[src/rtl/barrett_reduce_pipe_if.sv]
// Stream bundle for the Barrett reducer: operand side and result side.
// The reducer takes the slave view; the producer/consumer takes master.
interface barrett_reduce_pipe_if #(
   parameter int IN_W  = 24,
   parameter int K     = 12,
   parameter int TAG_W = 4
) ();
   logic             in_valid;
   logic             in_ready;
   logic [IN_W-1:0]  in_data;
   logic             in_neg;
   logic [TAG_W-1:0] in_tag;
   logic             out_valid;
   logic             out_ready;
   logic [K-1:0]     out_data;
   logic [TAG_W-1:0] out_tag;

   modport master (
      output in_valid, in_data, in_neg, in_tag, out_ready,
      input  in_ready, out_valid, out_data, out_tag
   );

   modport slave (
      input  in_valid, in_data, in_neg, in_tag, out_ready,
      output in_ready, out_valid, out_data, out_tag
   );
endinterface

[src/rtl/barrett_reduce_pipe.sv]
// Three-stage Barrett reducer: a mod Q (optionally negated) with tag
// sideband, one operand per cycle, full backpressure via a shared enable.
module barrett_reduce_pipe #(
   parameter int Q     = 3373,
   parameter int K     = 12,
   parameter int IN_W  = 2*K,
   parameter int TAG_W = 4
) (
   input logic                  clk,
   input logic                  rst_n,
   barrett_reduce_pipe_if.slave bus
);

   localparam logic [63:0] MU64 = (64'd1 << (2*K)) / 64'(Q);
   localparam logic [K:0]   MU  = MU64[K:0];
   localparam logic [K-1:0] QK  = K'(Q);
   localparam logic [K+1:0] Q1  = (K+2)'(Q);
   localparam logic [K+1:0] Q2  = (K+2)'(2*Q);
   localparam logic [K+1:0] Q3  = (K+2)'(3*Q);

   if (Q <= 2**(K-1) || Q >= 2**K || IN_W > 2*K || TAG_W < 1)
   begin : g_bad_param
      $error("barrett_reduce_pipe: illegal Q/K/IN_W/TAG_W");
   end

   logic             en;
   logic [2*K-1:0]   a_ext;
   logic [K:0]       t1h_d;
   logic [K+1:0]     diff_d;
   logic             ge1, ge2, ge3;
   logic [K-1:0]     r_d;
   logic [K-1:0]     out_d;

   logic             v1_q, neg1_q;
   logic [K+1:0]     a1_q;
   logic [K:0]       t1h_q;
   logic [TAG_W-1:0] tag1_q;
   logic             v2_q, neg2_q;
   logic [K+1:0]     diff_q;
   logic [TAG_W-1:0] tag2_q;
   logic             ov_q;
   logic [K-1:0]     od_q;
   logic [TAG_W-1:0] ot_q;

   assign en           = bus.out_ready | ~ov_q;
   assign bus.in_ready = en;
   assign bus.out_valid = ov_q;
   assign bus.out_data  = od_q;
   assign bus.out_tag   = ot_q;

   // t1 can exceed 2^(2K) when Q is near 2^(K-1); keep the extra bit.
   assign a_ext = (2*K)'(bus.in_data);
   assign t1h_d = (K+1)'(
      ({{(K+1){1'b0}}, a_ext[2*K-1:K]} * {{K{1'b0}}, MU}) >> K);

   // Only the low K+2 bits matter: the true difference is below 4Q.
   assign diff_d = a1_q - ((K+2)'(t1h_q) * (K+2)'(QK));

   assign ge1 = diff_q >= Q1;
   assign ge2 = diff_q >= Q2;
   assign ge3 = diff_q >= Q3;

   always_comb begin
      r_d = '0;
      unique case (1'b1)
         ge3:         r_d = K'(diff_q - Q3);
         ge2 && !ge3: r_d = K'(diff_q - Q2);
         ge1 && !ge2: r_d = K'(diff_q - Q1);
         !ge1:        r_d = K'(diff_q);
      endcase
   end

   assign out_d = (neg2_q && r_d != '0) ? QK - r_d : r_d;

   always_ff @(posedge clk or negedge rst_n) begin
      if (!rst_n) begin
         v1_q   <= 1'b0;
         a1_q   <= '0;
         t1h_q  <= '0;
         neg1_q <= 1'b0;
         tag1_q <= '0;
         v2_q   <= 1'b0;
         diff_q <= '0;
         neg2_q <= 1'b0;
         tag2_q <= '0;
         ov_q   <= 1'b0;
         od_q   <= '0;
         ot_q   <= '0;
      end else if (en) begin
         v1_q <= bus.in_valid;
         if (bus.in_valid) begin
            a1_q   <= a_ext[K+1:0];
            t1h_q  <= t1h_d;
            neg1_q <= bus.in_neg;
            tag1_q <= bus.in_tag;
         end
         v2_q <= v1_q;
         if (v1_q) begin
            diff_q <= diff_d;
            neg2_q <= neg1_q;
            tag2_q <= tag1_q;
         end
         ov_q <= v2_q;
         if (v2_q) begin
            od_q <= out_d;
            ot_q <= tag2_q;
         end
      end
   end

endmodule
[src/flat_wrapper.sv]
// flat-port wrapper written by rule: the top's interface ports become plain ports
module barrett_reduce_pipe_flat 
#(
   parameter int Q     = 3373,
   parameter int K     = 12,
   parameter int IN_W  = 2*K,
   parameter int TAG_W = 4
)
  (clk, rst_n, bus_in_valid, bus_in_data, bus_in_neg, bus_in_tag, bus_out_ready, bus_in_ready, bus_out_valid, bus_out_data, bus_out_tag);
  barrett_reduce_pipe_if #(.IN_W(IN_W), .K(K), .TAG_W(TAG_W)) bus_i ();
  input logic clk;
  input logic rst_n;
  input wire logic [$bits(bus_i.in_valid)-1:0] bus_in_valid;
  input wire logic [$bits(bus_i.in_data)-1:0] bus_in_data;
  input wire logic [$bits(bus_i.in_neg)-1:0] bus_in_neg;
  input wire logic [$bits(bus_i.in_tag)-1:0] bus_in_tag;
  input wire logic [$bits(bus_i.out_ready)-1:0] bus_out_ready;
  output wire logic [$bits(bus_i.in_ready)-1:0] bus_in_ready;
  output wire logic [$bits(bus_i.out_valid)-1:0] bus_out_valid;
  output wire logic [$bits(bus_i.out_data)-1:0] bus_out_data;
  output wire logic [$bits(bus_i.out_tag)-1:0] bus_out_tag;
  assign bus_i.in_valid = bus_in_valid;
  assign bus_i.in_data = bus_in_data;
  assign bus_i.in_neg = bus_in_neg;
  assign bus_i.in_tag = bus_in_tag;
  assign bus_i.out_ready = bus_out_ready;
  assign bus_in_ready = bus_i.in_ready;
  assign bus_out_valid = bus_i.out_valid;
  assign bus_out_data = bus_i.out_data;
  assign bus_out_tag = bus_i.out_tag;
  barrett_reduce_pipe #(.Q(Q), .K(K), .IN_W(IN_W), .TAG_W(TAG_W)) u_core (.clk(clk), .rst_n(rst_n), .bus(bus_i));
endmodule
[config.mk]
export PLATFORM = sky130hd
export DESIGN_NAME = barrett_reduce_pipe_flat
export DESIGN_NICKNAME = d
export VERILOG_FILES = /design/src/rtl/barrett_reduce_pipe_if.sv /design/src/rtl/barrett_reduce_pipe.sv /design/src/flat_wrapper.sv
export SDC_FILE = /design/constraint.sdc
export NUM_CORES = 1
export LEC_CHECK = 0
export CORE_UTILIZATION = 50
export DETAILED_ROUTE_END_ITERATION = 12
export MAX_ROUTING_LAYER = met4
export PLACE_DENSITY = 0.71
export SETUP_SLACK_MARGIN = 0.4
export SLEW_MARGIN = 5
export SYNTH_ARGS = -nofsm -noshare
export SYNTH_HDL_FRONTEND = slang
export SYNTH_SLANG_ARGS = --single-unit
[constraint.sdc]
create_clock -name clk -period 3.85 [get_ports clk]
set_input_delay 0.5775 -clock clk [delete_from_list [all_inputs] [get_ports clk]]
set_output_delay 0.5775 -clock clk [all_outputs]
set_load 0.01 [all_outputs]
## Word-level counts from Yosys, hierarchy flattened

Index checks and enable logic that the tools add are counted.

| word-level totals | value |
|---|---|
| register bits after elaboration | 70 |
| input port bits | 33 |
| word-level logic and storage cells | 36 |

| operators by class | value |
|---|---|
| add/subtract/negate cells | 5 |
| $mul | 2 |
| $lt $le $gt $ge | 3 |
| muxes and demuxes | 2 |
| bitwise logic cells | 2 |
| reductions and logical operators | 10 |

Operators by type and width:

| cell | count |
|---|---|
| one-hot mux 12 bit (4 select lines) | 1 |
| multiplier 12 x 13 -> 25 bit (second input constant) | 1 |
| subtractor 12 bit (second input constant) | 2 |
| greater-or-equal comparator 14 x 12 -> 1 bit (second input constant) | 1 |
| greater-or-equal comparator 14 x 13 -> 1 bit (second input constant) | 1 |
| greater-or-equal comparator 14 bit (second input constant) | 1 |
| multiplier 13 x 12 -> 14 bit (second input constant) | 1 |
| subtractor 14 bit | 1 |
| 2-to-1 mux 12 bit | 1 |
| nonzero test 12 bit | 1 |
| subtractor 12 x 11 -> 12 bit (second input constant) | 1 |
| subtractor 12 bit (first input constant) | 1 |
| AND reduction 2 bit | 3 |
| logical AND 1 bit | 3 |
| logical NOT 1 bit | 3 |
| NOT 1 bit | 1 |
| bitwise OR 1 bit | 1 |

## Logic depth before layout (Yosys ltp)

| depth | value |
|---|---|
| depth after elaboration | 7 |
| depth in mapped cells | 20 |
| depth with buffers taken out | 20 |

## Worst setup path before layout

Ideal clock, no wire load.

| timing path | value |
|---|---|
| path type | input to register |
| start point | in bus_in_data[21] |
| end point | reg u_core.t1h_q[10] |
| setup time | 0.125 ns |
| data arrival time | 5.521 ns |
| path slack | -1.796 ns |
| stages | 19 |
| buffers on the path | 0 |
| cells stage by stage | ha_1 -> inv_1 -> fa_1 -> fa_1 -> inv_1 -> fa_1 -> inv_1 -> fa_1 -> inv_1 -> ha_1 -> or4_1 -> or3_1 -> o2111ai_1 -> a21oi_1 -> a41o_1 -> or2_2 -> a21oi_1 -> xnor2_1 -> mux2_2 |

| on the way | value |
|---|---|
| longest elaborated chain between the ends | 1 |

RTL lines:

| element | line | source |
|---|---|---|
| start: declaration | flat_wrapper.sv:14 | `input wire logic [$bits(bus_i.in_data)-1:0] bus_in_data;` |
| multiplier 12 x 13 -> 25 bit | barrett_reduce_pipe.sv:54 | `({{(K+1){1'b0}}, a_ext[2*K-1:K]} * {{K{1'b0}}, MU}) >> K);` |
| end signal: assignment | barrett_reduce_pipe.sv:93 | `t1h_q <= t1h_d;` |
| end: declaration | barrett_reduce_pipe.sv:36 | `logic [K:0] t1h_q;` |

Every way passes these cells.
A chain may end at the register's enable or synchronous reset.

## Worst setup path after layout

Same ends and word-level chain as after synthesis.

==> key figures <==
Cells and area
  • Fillcell total: 1,101
  • Final core area utilization: 72.9%
  • ANT cells: 0
  • Final Instance Area: 0.0122 mm2
  • Post-layout nets: 1,374
  • Layout area overhead: 41.5%
  • Layout cells sized above 1: 38.1%

Yosys
  • Post-Synthesis Cell Area: around 0.0086 mm2
  • Avg Inst Size Synth: around 9.6 um2
  • Synth area leaders: ha_1, dfrtp_1, fa_1, inv_1, mux2_2
  • Syn. warnings: 0
  • Ys flop type: dfrtp_1
  • Post-synth ARST share: 100%
  • Synth Instances: 896
  • Commonest cells in the netlist: inv_1, ha_1, fa_1, dfrtp_1, nand2_1
  • Post-synthesis register bit count: 70
  • Sequential element share of the synthesized area: 20.3%
  • Biggest area consumer among synthesized cells: ha_1
  • Yosys cell types: just over 70
  • Mapped Nets: ~1,200
  • Top cell type's share of synthesized area: 20.5%
  • EDFF count, synth: 0
  • Top-count cell post-synth: inv_1

STA
  • Fin crit period: 5150 ps
  • Final Skew: approximately 6.3 ps
  • Fin crit share: 134%
  • FMAX: about 190 MHz
  • # setup viols final: 21
  • Hold Fails Final Rpt: 0
  • RSZ-0062 raised after global routing: yes
  • Rel. slew slack: 30.5%
  • Final WS setup: -1300 ps
  • Fin. max-slew vios: 0
  • Hold Slack: 352 ps
  • Worst slew pin tran: about 1000 ps

GRT
  • Pin count of the biggest net entering global routing: 71
  • Initial antenna violation count: 0
  • Gr ovfl total: 0
  • Vias in the first global route: 7,625
  • First-pass GRT wire length: 35,700 um
  • GR Util All Layers: between 20% and 30%

Outcome
  • Violated checks: negative setup slack
  • Status: finished with violations

Place
  • Dpl cell area: approximately 0.011 mm2
  • Gp weighted congestion: 0.929
  • Number of port buffers: 50
  • DP HPWL: 15,800 um

Clocking
  • Cts hold-fix bufs: 0
  • Clock sinks: 70
  • Clock Path Buffers: 2
  • CTS H-tree lvls: 3
  • Clk Latency, worst-skew pair: 350 ps
  • Clock-pin slew on the worst setup and hold paths: ~60 ps
  • CTS root buf: clkbuf_16
  • CTS tree: yes
  • CTS Buf Count: 9

Worst setup path
  • Critical-path maximum fanout: 4
  • Worst path arrival time: 5380 ps
  • Startpoint Class: input pin
  • Worst R2R Start: u_core.t1h_q[6]$_DFFE_PN0P_
  • Critical Path RT: 4080 ps
  • Critical Path Start: bus_in_data[21]
  • Crit path max-delay cell type: fa_1
  • Crit Path Category: in -> reg
  • Crit-path most repeated cell: fa_1
  • Critical Path End Type: flip-flop
  • Crit path largest cell delay: 530 ps
  • Cells along the critical path: buf_8, ha_4, inv_4, fa_1, fa_1, inv_1, fa_1, inv_2, fa_1, inv_1, ha_2, or4_4, or3_4, o2111ai_4, a21oi_2, a41o_1, or2_4, a21oi_2, xnor2_1, mux2_2

Floorplan
  • Die height: between 100 and 150 um
  • Total die area: 0.0177 mm2
  • CORE AREA: 0.0167 mm2
  • IO Count: 51
  • Die X: 133 um
  • Initial Util: 51.5%
  • Num rows: 47

Flow run
  • # Max-Cap Violations: 0

Drt
  • Antenna Nets Post-Route: 0
  • Met3 WL post-DR: 707 um
  • Final wirelength: 22,100 um
  • Drt first pass iters: 6
  • Detail Route met2 WL: around 12,000 um
  • Drt wl/cell: 16.4 um
  • Via count: 7,129
  • Residual DRC: 0
  • Met1 wire length: ~9000 um
  • Drt initial violations: 317
  • Via density: around 5.3
  • Uppermost layer routed: met4

Hold path
  • Worst hold-check path type: in -> async
repair_timing:
action | in CTS | in global routing
pin swaps | 93 | 62
cloned | 0 | 0
resized for setup | 165 | 69
setup endpoints to repair | 31 | 34
buffers inserted | 28 | 17
worst paths after layout:
check                                                      to  slack [ps]  cells past startpoint
min                        u_core.bus.out_data[7]$_DFFE_PN0P_         350                      1
min reg2reg                 u_core.bus.out_tag[3]$_DFFE_PN0P_         470                      2
max reg2reg                     u_core.diff_q[13]$_DFFE_PN0P_        -340                     15
max                              u_core.t1h_q[10]$_DFFE_PN0P_       -1300                     20
min in group clk            u_core.bus.out_tag[3]$_DFFE_PN0P_         470                      2
max in group asynchronous         u_core.t1h_q[7]$_DFFE_PN0P_        2840                      1
worst max-delay path: cells and delay by family:
family,cells,cell delay (ps)
compound gates,4,680
xor+xnor,1,70
fa+ha+maj,6,2480
buf+inv,5,300
mux,1,250
simple gates,3,1020
kinds of logic after synthesis:
logic type                 synth area share (%)
adders and majority gates                  39.6
buffers and inverters                      9.24
and+or+nand+nor                            9.22
AOI/OAI and AO/OA                          12.6
DFF                                        20.3
xor gates and xnor gates                   4.99
muxes                                      4.04
cell usage in the layout, fill, tap and decap left out, types with 12 or more instances in the layout:
cell	netlist	final
a21oi_2	0	13
buf_4	1	165
buf_6	1	29
clkdlybuf4s50_1	0	37
dfrtp_1	70	65
fa_1	82	73
ha_1	141	99
ha_4	0	39
inv_1	178	151
inv_2	1	24
mux2_2	28	27
nand2_1	68	64
nor2_1	25	24
nor3_1	16	14
o21ai_1	7	30
xnor2_1	34	25
xor2_1	15	12
registers in the layout (all words and copies together), names as in the netlist:
signal                flops
u_core.a1_q              14
u_core.bus.out_data      12
u_core.bus.out_tag        4
u_core.bus.out_valid      1
u_core.diff_q            14
u_core.neg1_q             1
u_core.neg2_q             1
u_core.t1h_q             13
u_core.tag1_q             4
u_core.tag2_q             4
u_core.v1_q               1
u_core.v2_q               1
area by class of cell:
cell class | instances | area (um2) | share of cell area [%]
Multi-Input combinational cell | 620 | 7130 | 58.6
Timing Repair Buffer | 238 | 2020 | 16.6
Sequential cell | 70 | 1760 | 14.4
Inverter | 179 | 687 | 5.64
Tap cell | 220 | 275 | 2.26
Clock buffer | 9 | 225 | 1.85
Clock inverter | 7 | 80.1 | 0.658
metrics by stage:
stage / instances / setup slack (ps) / setup TNS [ps]
CTS: 1326 / -1280 / -13030
global placement: 1282 / -2120 / -23640
finish: 1343 / -1300 / -14000
floorplan: 896 / -1380 / -11110
detailed placement: 1282 / -2220 / -24830
global route: 1343 / -1430 / -17770
routing by layer:
metal  up-vias  GRT usage (%)
met4         0           8.08
met2       159           46.2
met3        66           3.77
met5         -              -
met1      3493           30.8
li1       3411              -
Power is left out: the tool's default activity adds up to more than one toggle a clock period on the data nets, which glitch-free logic cannot reach.
